### config.mk
export PLATFORM = sky130hd
export DESIGN_NAME = sprite_blitter
export DESIGN_NICKNAME = d
export VERILOG_FILES = /design/src/rtl/sprite_blitter.sv
export SDC_FILE = /design/constraint.sdc
export NUM_CORES = 1
export LEC_CHECK = 0
export ABC_AREA = 0
export CORE_ASPECT_RATIO = 0.75
export CORE_MARGIN = 2
export CORE_UTILIZATION = 47
export DETAILED_ROUTE_END_ITERATION = 7
export PLACE_DENSITY = 0.75
export SLEW_MARGIN = 20
export SYNTH_ARGS = -nofsm -noshare
export SYNTH_HDL_FRONTEND = slang
export SYNTH_SLANG_ARGS = --single-unit
### constraint.sdc
create_clock -name clk -period 1.6 [get_ports clk]
set_input_delay 0.32 -clock clk [delete_from_list [all_inputs] [get_ports clk]]
set_output_delay 0.32 -clock clk [all_outputs]
set_load 0.05 [all_outputs]
### src/rtl/sprite_blitter.sv
// Sprite blitter: scans a SPR_W x SPR_H sprite from a synchronous memory and
// emits clipped, optionally mirrored and colour-keyed pixel writes at an origin.
module sprite_blitter #(
    parameter int WIDTH_X   = 9,
    parameter int WIDTH_Y   = 9,
    parameter int SPR_W     = 32,
    parameter int SPR_H     = 24,
    parameter int SCRN_W    = 320,
    parameter int SCRN_H    = 240,
    parameter int ADDR_W    = 10,
    parameter int COLOR_W   = 3,
    parameter int TRANSP_EN = 1,
    parameter int KEY_COLOR = 0
) (
    input  logic               clk,
    input  logic               reset,
    input  logic               start,
    input  logic               abort,
    input  logic [WIDTH_X-1:0] org_x,
    input  logic [WIDTH_Y-1:0] org_y,
    input  logic               flip_x,
    output logic [ADDR_W-1:0]  rom_addr,
    input  logic [COLOR_W-1:0] rom_data,
    output logic               plot,
    output logic [WIDTH_X-1:0] x,
    output logic [WIDTH_Y-1:0] y,
    output logic [COLOR_W-1:0] color,
    output logic               busy,
    output logic               done
);

    localparam int CX_W = (SPR_W > 1) ? $clog2(SPR_W) : 1;
    localparam int CY_W = (SPR_H > 1) ? $clog2(SPR_H) : 1;
    localparam int PX_W = WIDTH_X + 1;
    localparam int PY_W = WIDTH_Y + 1;

    localparam logic [CX_W-1:0]    CX_LAST    = CX_W'(SPR_W - 1);
    localparam logic [CY_W-1:0]    CY_LAST    = CY_W'(SPR_H - 1);
    localparam logic [PX_W-1:0]    SCRN_W_LIM = PX_W'(SCRN_W);
    localparam logic [PY_W-1:0]    SCRN_H_LIM = PY_W'(SCRN_H);
    localparam logic [COLOR_W-1:0] KEY        = COLOR_W'(KEY_COLOR);
    localparam logic [ADDR_W-1:0]  ROW_STRIDE = ADDR_W'(SPR_W);

    typedef enum logic [1:0] {IDLE, SCAN, FLUSH, DONE} state_t;

    state_t             state_reg, state_next;
    logic [CX_W-1:0]    cx_reg;
    logic [CY_W-1:0]    cy_reg;
    logic [WIDTH_X-1:0] org_x_reg;
    logic [WIDTH_Y-1:0] org_y_reg;
    logic               flip_reg;
    logic               valid_reg;
    logic [PX_W-1:0]    px_reg;
    logic [PY_W-1:0]    py_reg;
    logic               scan_last;
    logic [CX_W-1:0]    col;
    logic               key_hit;

    assign scan_last = (cx_reg == CX_LAST) && (cy_reg == CY_LAST);
    assign col       = flip_reg ? (CX_LAST - cx_reg) : cx_reg;

    always_ff @(posedge clk or negedge reset) begin
        if (!reset) begin
            state_reg <= IDLE;
        end else begin
            state_reg <= state_next;
        end
    end

    always_comb begin
        state_next = state_reg;
        busy       = 1'b0;
        done       = 1'b0;
        rom_addr   = '0;
        case (state_reg)
            IDLE: begin
                if (start) begin
                    state_next = SCAN;
                end
            end
            SCAN: begin
                busy     = 1'b1;
                rom_addr = ADDR_W'(cy_reg) * ROW_STRIDE + ADDR_W'(col);
                if (abort) begin
                    state_next = IDLE;
                end else if (scan_last) begin
                    state_next = FLUSH;
                end
            end
            FLUSH: begin
                busy       = 1'b1;
                state_next = abort ? IDLE : DONE;
            end
            DONE: begin
                done       = 1'b1;
                state_next = IDLE;
            end
            default: begin
                state_next = IDLE;
            end
        endcase
    end

    // Counters, latched blit parameters and the one-deep pixel pipeline that
    // lines coordinates up with the memory's one-cycle read latency.
    always_ff @(posedge clk or negedge reset) begin
        if (!reset) begin
            cx_reg    <= '0;
            cy_reg    <= '0;
            org_x_reg <= '0;
            org_y_reg <= '0;
            flip_reg  <= 1'b0;
            valid_reg <= 1'b0;
            px_reg    <= '0;
            py_reg    <= '0;
        end else begin
            valid_reg <= (state_reg == SCAN) && !abort;
            if (state_reg == SCAN) begin
                px_reg <= {1'b0, org_x_reg} + PX_W'(cx_reg);
                py_reg <= {1'b0, org_y_reg} + PY_W'(cy_reg);
            end
            case (state_reg)
                IDLE: begin
                    if (start) begin
                        org_x_reg <= org_x;
                        org_y_reg <= org_y;
                        flip_reg  <= flip_x;
                        cx_reg    <= '0;
                        cy_reg    <= '0;
                    end
                end
                SCAN: begin
                    if (abort) begin
                        cx_reg <= '0;
                        cy_reg <= '0;
                    end else if (cx_reg == CX_LAST) begin
                        cx_reg <= '0;
                        cy_reg <= (cy_reg == CY_LAST) ? '0 : cy_reg + CY_W'(1);
                    end else begin
                        cx_reg <= cx_reg + CX_W'(1);
                    end
                end
                default: begin
                    cx_reg <= '0;
                    cy_reg <= '0;
                end
            endcase
        end
    end

    // Extra coordinate bit keeps off-screen pixels from wrapping back into view.
    assign key_hit = (TRANSP_EN != 0) && (rom_data == KEY);
    assign plot    = valid_reg && (px_reg < SCRN_W_LIM) && (py_reg < SCRN_H_LIM) && !key_hit;
    assign x       = valid_reg ? px_reg[WIDTH_X-1:0] : '0;
    assign y       = valid_reg ? py_reg[WIDTH_Y-1:0] : '0;
    assign color   = valid_reg ? rom_data : '0;

endmodule
==> run_results.csv <==
group,metric,value,unit
logic_synthesis,yosysUniqueCellTypes,40,
grt,grt_pass1_vias,2660,
logic_synthesis,syn-num-nets,350,
logic_synthesis,ys_seq_area_share,42.1,%
sta,min_period_over_period,112,%
sta,hold_viol_final,0,
drt,firstDrtPassIters,4,
sta,tightest_slew,387,ps
drt,routed_wl,8660,µm
drt,via_per_inst,5.51,
logic_synthesis,yosys_warnings,0,
drt,drt_iter0_markers,170,
placement,hpwl,5740,µm
grt,grt_pass1_wl,13000,µm
outcome,violations,"negative setup slack",
drt,postRouteAntennaNets,0,
flow_run,cap_violations,0,
logic_synthesis,synthesis.area,3090,µm²
finish,multi_input_area,1940,µm²
grt,grt_max_degree,31,
clock_network,cts-htree-levels,2,
floorplan,die_area,7260,µm²
finish,n_antenna_cell,0,
logic_synthesis,yosys_register_bits,52,
grt,antenna_found_initial,0,
clock_network,cts_buffers,5,
critical_path,cpMaxStageDelayCell,"fa_2",
logic_synthesis,synth_most_common_cell,"dfrtp_1",
critical_path,r2r-end,"py_reg[4]",
floorplan,start_util,48.7,%
clock_network,root_buffer,"clkbuf_8",
finish,fin_util,77.6,%
grt,grt_remaining_overflow,0,
drt,drc_errors,0,
floorplan,die_y,74.3,µm
drt,dr_total_vias,2699,
critical_path,crit_type,"flip-flop to flip-flop",
clock_network,cts_tree,"built",
logic_synthesis,synthFlopType,"dfrtp_1",
critical_path,r2r-start,"cy_reg[0]",
logic_synthesis,yosys.area.top_type,"dfrtp_1",
sta,fin_skew,12.5,ps
floorplan,pin_count,60,
critical_path,worstPathRequired,1810,ps
logic_synthesis,avgSynthCellArea,10.2,µm²
critical_path,path_max_fanout,5,
clock_network,insertion_delay,320,ps
critical_path,cp.arrival,2010,ps
finish,seqCellArea,1310,µm²
placement,place.gp.congestion,0.925,
hold_path,whs_endpoint,"py_reg[3]",
hold_path,hold_path_depth,1,
sta,fmax,557,MHz
pwr,powerDensity,2040,nW/µm²
finish,drive_above_1_share,45.2,%
critical_path,slowest_delay,380,ps
critical_path,critical_path.top_delay_family,"adder cells",
clock_network,clk_path_buf_depth,2,
pwr,ir_drop,1600,µV
finish,fin_nets,454,
finish,area_growth,59.2,%
floorplan,placementRows,25,
sta,holdWs,511,ps
finish,n_fill_cell,393,
floorplan,die_w,97.7,µm
logic_synthesis,async_reset_ff_share,100,%
drt,wire_per_inst,17.7,µm
sta,layout_setup_ws,-197,ps
outcome,status,"complete, but fails checks",
critical_path,cp_num_buf_inv,1,
sta,relSlewSlack,74.2,%
hold_path,hold_start,"py_reg[3]",
critical_path,path_cells,"ha_2 -> inv_2 -> fa_2 -> nor2b_4 -> o31a_1 -> a21oi_1 -> mux2_2",
placement,port_buffers,59,
critical_path,crit_path_start_kind,"flip-flop",
floorplan,core_area,6350,µm²
logic_synthesis,synth_cells,304,
logic_synthesis,synth_top_area_share,42.1,%
logic_synthesis,synthTopCellsByCount,"52 x dfrtp_1, 33 x and2_1, 27 x mux2_2",
clock_network,cts.sinks,52,
sta,slew_violations,0,
critical_path,r2r_slack,-200,ps
logic_synthesis,synth_area_leaders,"dfrtp_1 42%, mux2_2 9.8%, ha_1 7.3%",
pwr,leakagePower,2.17,nW
sta,setup_viol,27,
grt,track_usage,22.9,%
hold_path,hold_path_class,"flip-flop to flip-flop",
sta,rsz0062_at_grt,"yes",
sta,min_period,1800,ps
critical_path,reg2regPathDepth,7,
critical_path,crit_path_end_kind,"flip-flop",
logic_synthesis,synth_edf_count,0,
clock_network,path_clk_slew,100,ps
==> worst max path at each step <==
stage	start	endpoint	slack, ps	cells past startpoint
final	cy_reg[0]	py_reg[4]	-200	7
after global routing	cy_reg[0]	py_reg[4]	-240	7
after CTS	cx_reg[0]	px_reg[4]	-160	7
after detailed placement	cx_reg[0]	px_reg[6]	-150	8
after global placement	cx_reg[0]	px_reg[6]	-70	8
after floorplan	cx_reg[0]	px_reg[4]	-100	7
==> report_power, final <==
| group | total, W | internal (W) | switching [W] |
|---|---|---|---|
| registers | 0.00243 | 0.00190 | 0.000533 |
| clock network | 0.000947 | 0.000472 | 0.000475 |
| logic | 0.00669 | 0.00350 | 0.00320 |
==> cell families (layout without fill, tap and decap cells) <==
logic type	count (synthesis)	in the layout	synth area share, %
muxes	31	31	11.1
and+or+nand+nor	110	110	20.2
AOI/OAI and AO/OA	50	50	10.9
xor gates and xnor gates	11	11	3.11
adders and majority gates	20	20	8.57
buffers and inverters	30	135	4.04
DFF	52	52	42.1
==> cell usage in the layout (no fill, tap or decap), drive strengths merged, types with 2 or more instances in the layout <==
cell type / n
a22o: 2
fa: 2
nor2b: 11
o31a: 2
nor3b: 4
clkbuf: 5
o2111ai: 2
nor3: 2
a31o: 2
clkdlybuf4s50: 24
nand4: 6
a31oi: 6
or3: 4
buf: 82
nand2b: 3
nand3: 17
and2: 33
xor2: 7
and4: 2
xnor2: 4
ha: 18
a21o: 3
o32ai: 2
a21oi: 8
mux2i: 4
inv: 20
dfrtp: 52
o21ai: 18
o21a: 3
nand2: 15
nor2: 11
mux2: 27
==> cell type report <==
class / count / area share (%)
Inverter: 19 / 1.45
Sequential cell: 52 / 26.5
Clock buffer: 5 / 1.40
Timing Repair Buffer: 108 / 28.3
Clock inverter: 3 / 0.940
Multi-Input combinational cell: 222 / 39.4
Tap cell: 81 / 2.06
==> worst reg2reg max path: stages, from the launching register on <==
cell and delay (ps):
dfrtp_1 370, ha_2 200, inv_2 40, fa_2 380, nor2b_4 140, o31a_1 230
a21oi_1 60, mux2_2 270
==> repair_timing <==
item | in CTS | in global routing
gates resized for setup | 22 | 43
hold buffers | 1 | 0
buffers inserted | 9 | 7
cloned | 1 | 0
pin swaps | 7 | 15
endpoints found under the setup margin | 47 | 54
hold endpoints to repair | 21 | 0
==> metrics by stage <==
stage	total power, W	setup WS (ps)	cells	setup TNS (ps)	instance area, µm²
after floorplan	0.00582	-104	304	-362	3170
after global placement	0.00792	-68.4	465	-381	4400
after detailed placement	0.00812	-147	465	-1220	4400
after CTS	0.00960	-156	484	-1730	4700
after global routing	0.0106	-244	490	-4110	4930
final	0.0101	-197	490	-2240	4930
==> per-layer routing <==
| layer | track usage (%) | part of all wire, % | vias to the layer above |
|---|---|---|---|
| met1 | 30.5 | 42 | 1302 |
| met3 | 4.23 | 6.8 | 22 |
| met2 | 38.6 | 49 | 105 |
| met4 | 7.56 | 2.2 | 0 |
| li1 | - | - | 1270 |
| met5 | 0 | 0 | - |
(Power assumes the default switching activity.)
==> edit (same settings) <==
`TRANSP_EN`: 1 -> 0.
--- a/src/rtl/sprite_blitter.sv
+++ b/src/rtl/sprite_blitter.sv
@@ -9,7 +9,7 @@
     parameter int SCRN_H    = 240,
     parameter int ADDR_W    = 10,
     parameter int COLOR_W   = 3,
-    parameter int TRANSP_EN = 1,
+    parameter int TRANSP_EN = 0,
     parameter int KEY_COLOR = 0
 ) (
     input  logic               clk,
Behaviour: not the same (a bounded check fails within 4 cycles, from zero or initial values and one cycle with reset low).
==> edit against the unedited design <==
The flow still finishes with violations (setup timing); die area is 4.2% lower; sequential share of layout area is 0.85 points lower; wire length is 17% higher; register-to-register slack worse by 0.05 ns; total power is 4.6% higher; sequential cell count stayed put; count of clock-buffer cells in the layout stayed put; final area is 3.0% higher; worst setup slack worse by 0.13 ns; hold slack worse by 0.018 ns; utilization is 7.8 points higher; synthesized area is 4.4% lower; highest routed layer unchanged.
==> edit: results (changes against the unedited design) <==
stage,metric,value,unit,change
status,status,"complete, but fails checks",,
status,failing checks,setup timing,,
placement,Area after DPL,4360,um^2,-0.97%
global_route,GRT Util Overall,0.253,,+0.0243
layout,layout filler cell count,272,,-31%
route,1st-iter DRT viols,206,,+21%
synth,Unique masters post-synth,47,,+18%
synth,most frequent cells after synthesis,"52 x dfrtp_1, 27 x and2_1, 25 x mux2_2",,
worst_setup_path,RR Endpoint,px_reg[8],,
worst_setup_path,r2r setup slk,-0.25,ns,-0.05 ns
placement,DP HPWL,5580,um,-2.8%
route,DR vias,2857,,+5.9%
sta,Max-slew headroom,0.790,,+0.0482
sta,setup TNS,-4.93,ns,-2.69 ns
worst_setup_path,WP data arrival,1.60,ns,-0.41 ns
worst_setup_path,CP startpoint,py_reg[9],,
power,Max VDD drop,1.79,mV,+12%
sta,Final Setup Violations,52,,+93%
power,Switch Pwr,4.61,mW,+9.6%
layout,Final nets,449,,-1.1%
sta,worst setup margin,-0.324,ns,-0.128 ns
placement,post-place setup slack,-0.165,ns,-0.0185 ns
worst_setup_path,"Slowest-stage cell, CP",dfrtp_1,,
route,final wirelength,10100,um,+17%
power,Pleak,2.21,nW,+1.9%
-- edit: stage by stage --
step / hold slack (ns) / utilization / cells
after floorplan: 0.0244 / - / 286
after global placement: 0.330 / 0.733 / 450
after detailed placement: 0.333 / 0.733 / 450
after CTS: 0.483 / 0.806 / 470
after global routing: 0.509 / 0.854 / 481
final: 0.493 / 0.854 / 481
-- edit: worst max path at each step --
stage               slack (ns)  depth (start not counted)     endpoint
finish                   -0.32                          4         plot
CTS                      -0.24                          4         plot
floorplan                -0.14                          5  rom_addr[0]
detailed placement       -0.17                          5    py_reg[6]
global placement         -0.07                          5    py_reg[8]
global route             -0.38                          4         plot
-- edit: logic make-up after synthesis --
logic type / after synthesis / synth area share
mux: 28 / 0.105
xor+xnor: 11 / 0.0326
buf+inv: 21 / 0.0275
simple gates: 102 / 0.184
flops: 52 / 0.440
compound gates: 52 / 0.121
fa+ha+maj: 20 / 0.0896
-- edit: what timing repair did --
action	in CTS	in global routing
hold buffers	1	0
buffers inserted	13	13
endpoints found under the setup margin	39	55
gates cloned	0	2
resized for setup	46	49
pin swaps	28	24
hold endpoints to repair	40	0
-- edit: cell type report --
cell class | count | area [um^2] | share of cell area
repair buffers | 120 | 1530 | 0.302
flip-flops and latches | 52 | 1300 | 0.257
inverters | 11 | 46.3 | 0.00912
clock buffers | 5 | 68.8 | 0.0136
multi-input cells | 213 | 2010 | 0.397
clock inverters | 2 | 12.5 | 0.00247
well taps | 78 | 97.6 | 0.0192
-- edit: layer usage --
metal | track usage | share of wire | vias up
li1 | - | - | 1249
met1 | 0.329 | 0.41 | 1424
met2 | 0.427 | 0.49 | 156
met3 | 0.0589 | 0.072 | 28
met4 | 0.0683 | 0.026 | 0
met5 | 0 | 0 | -
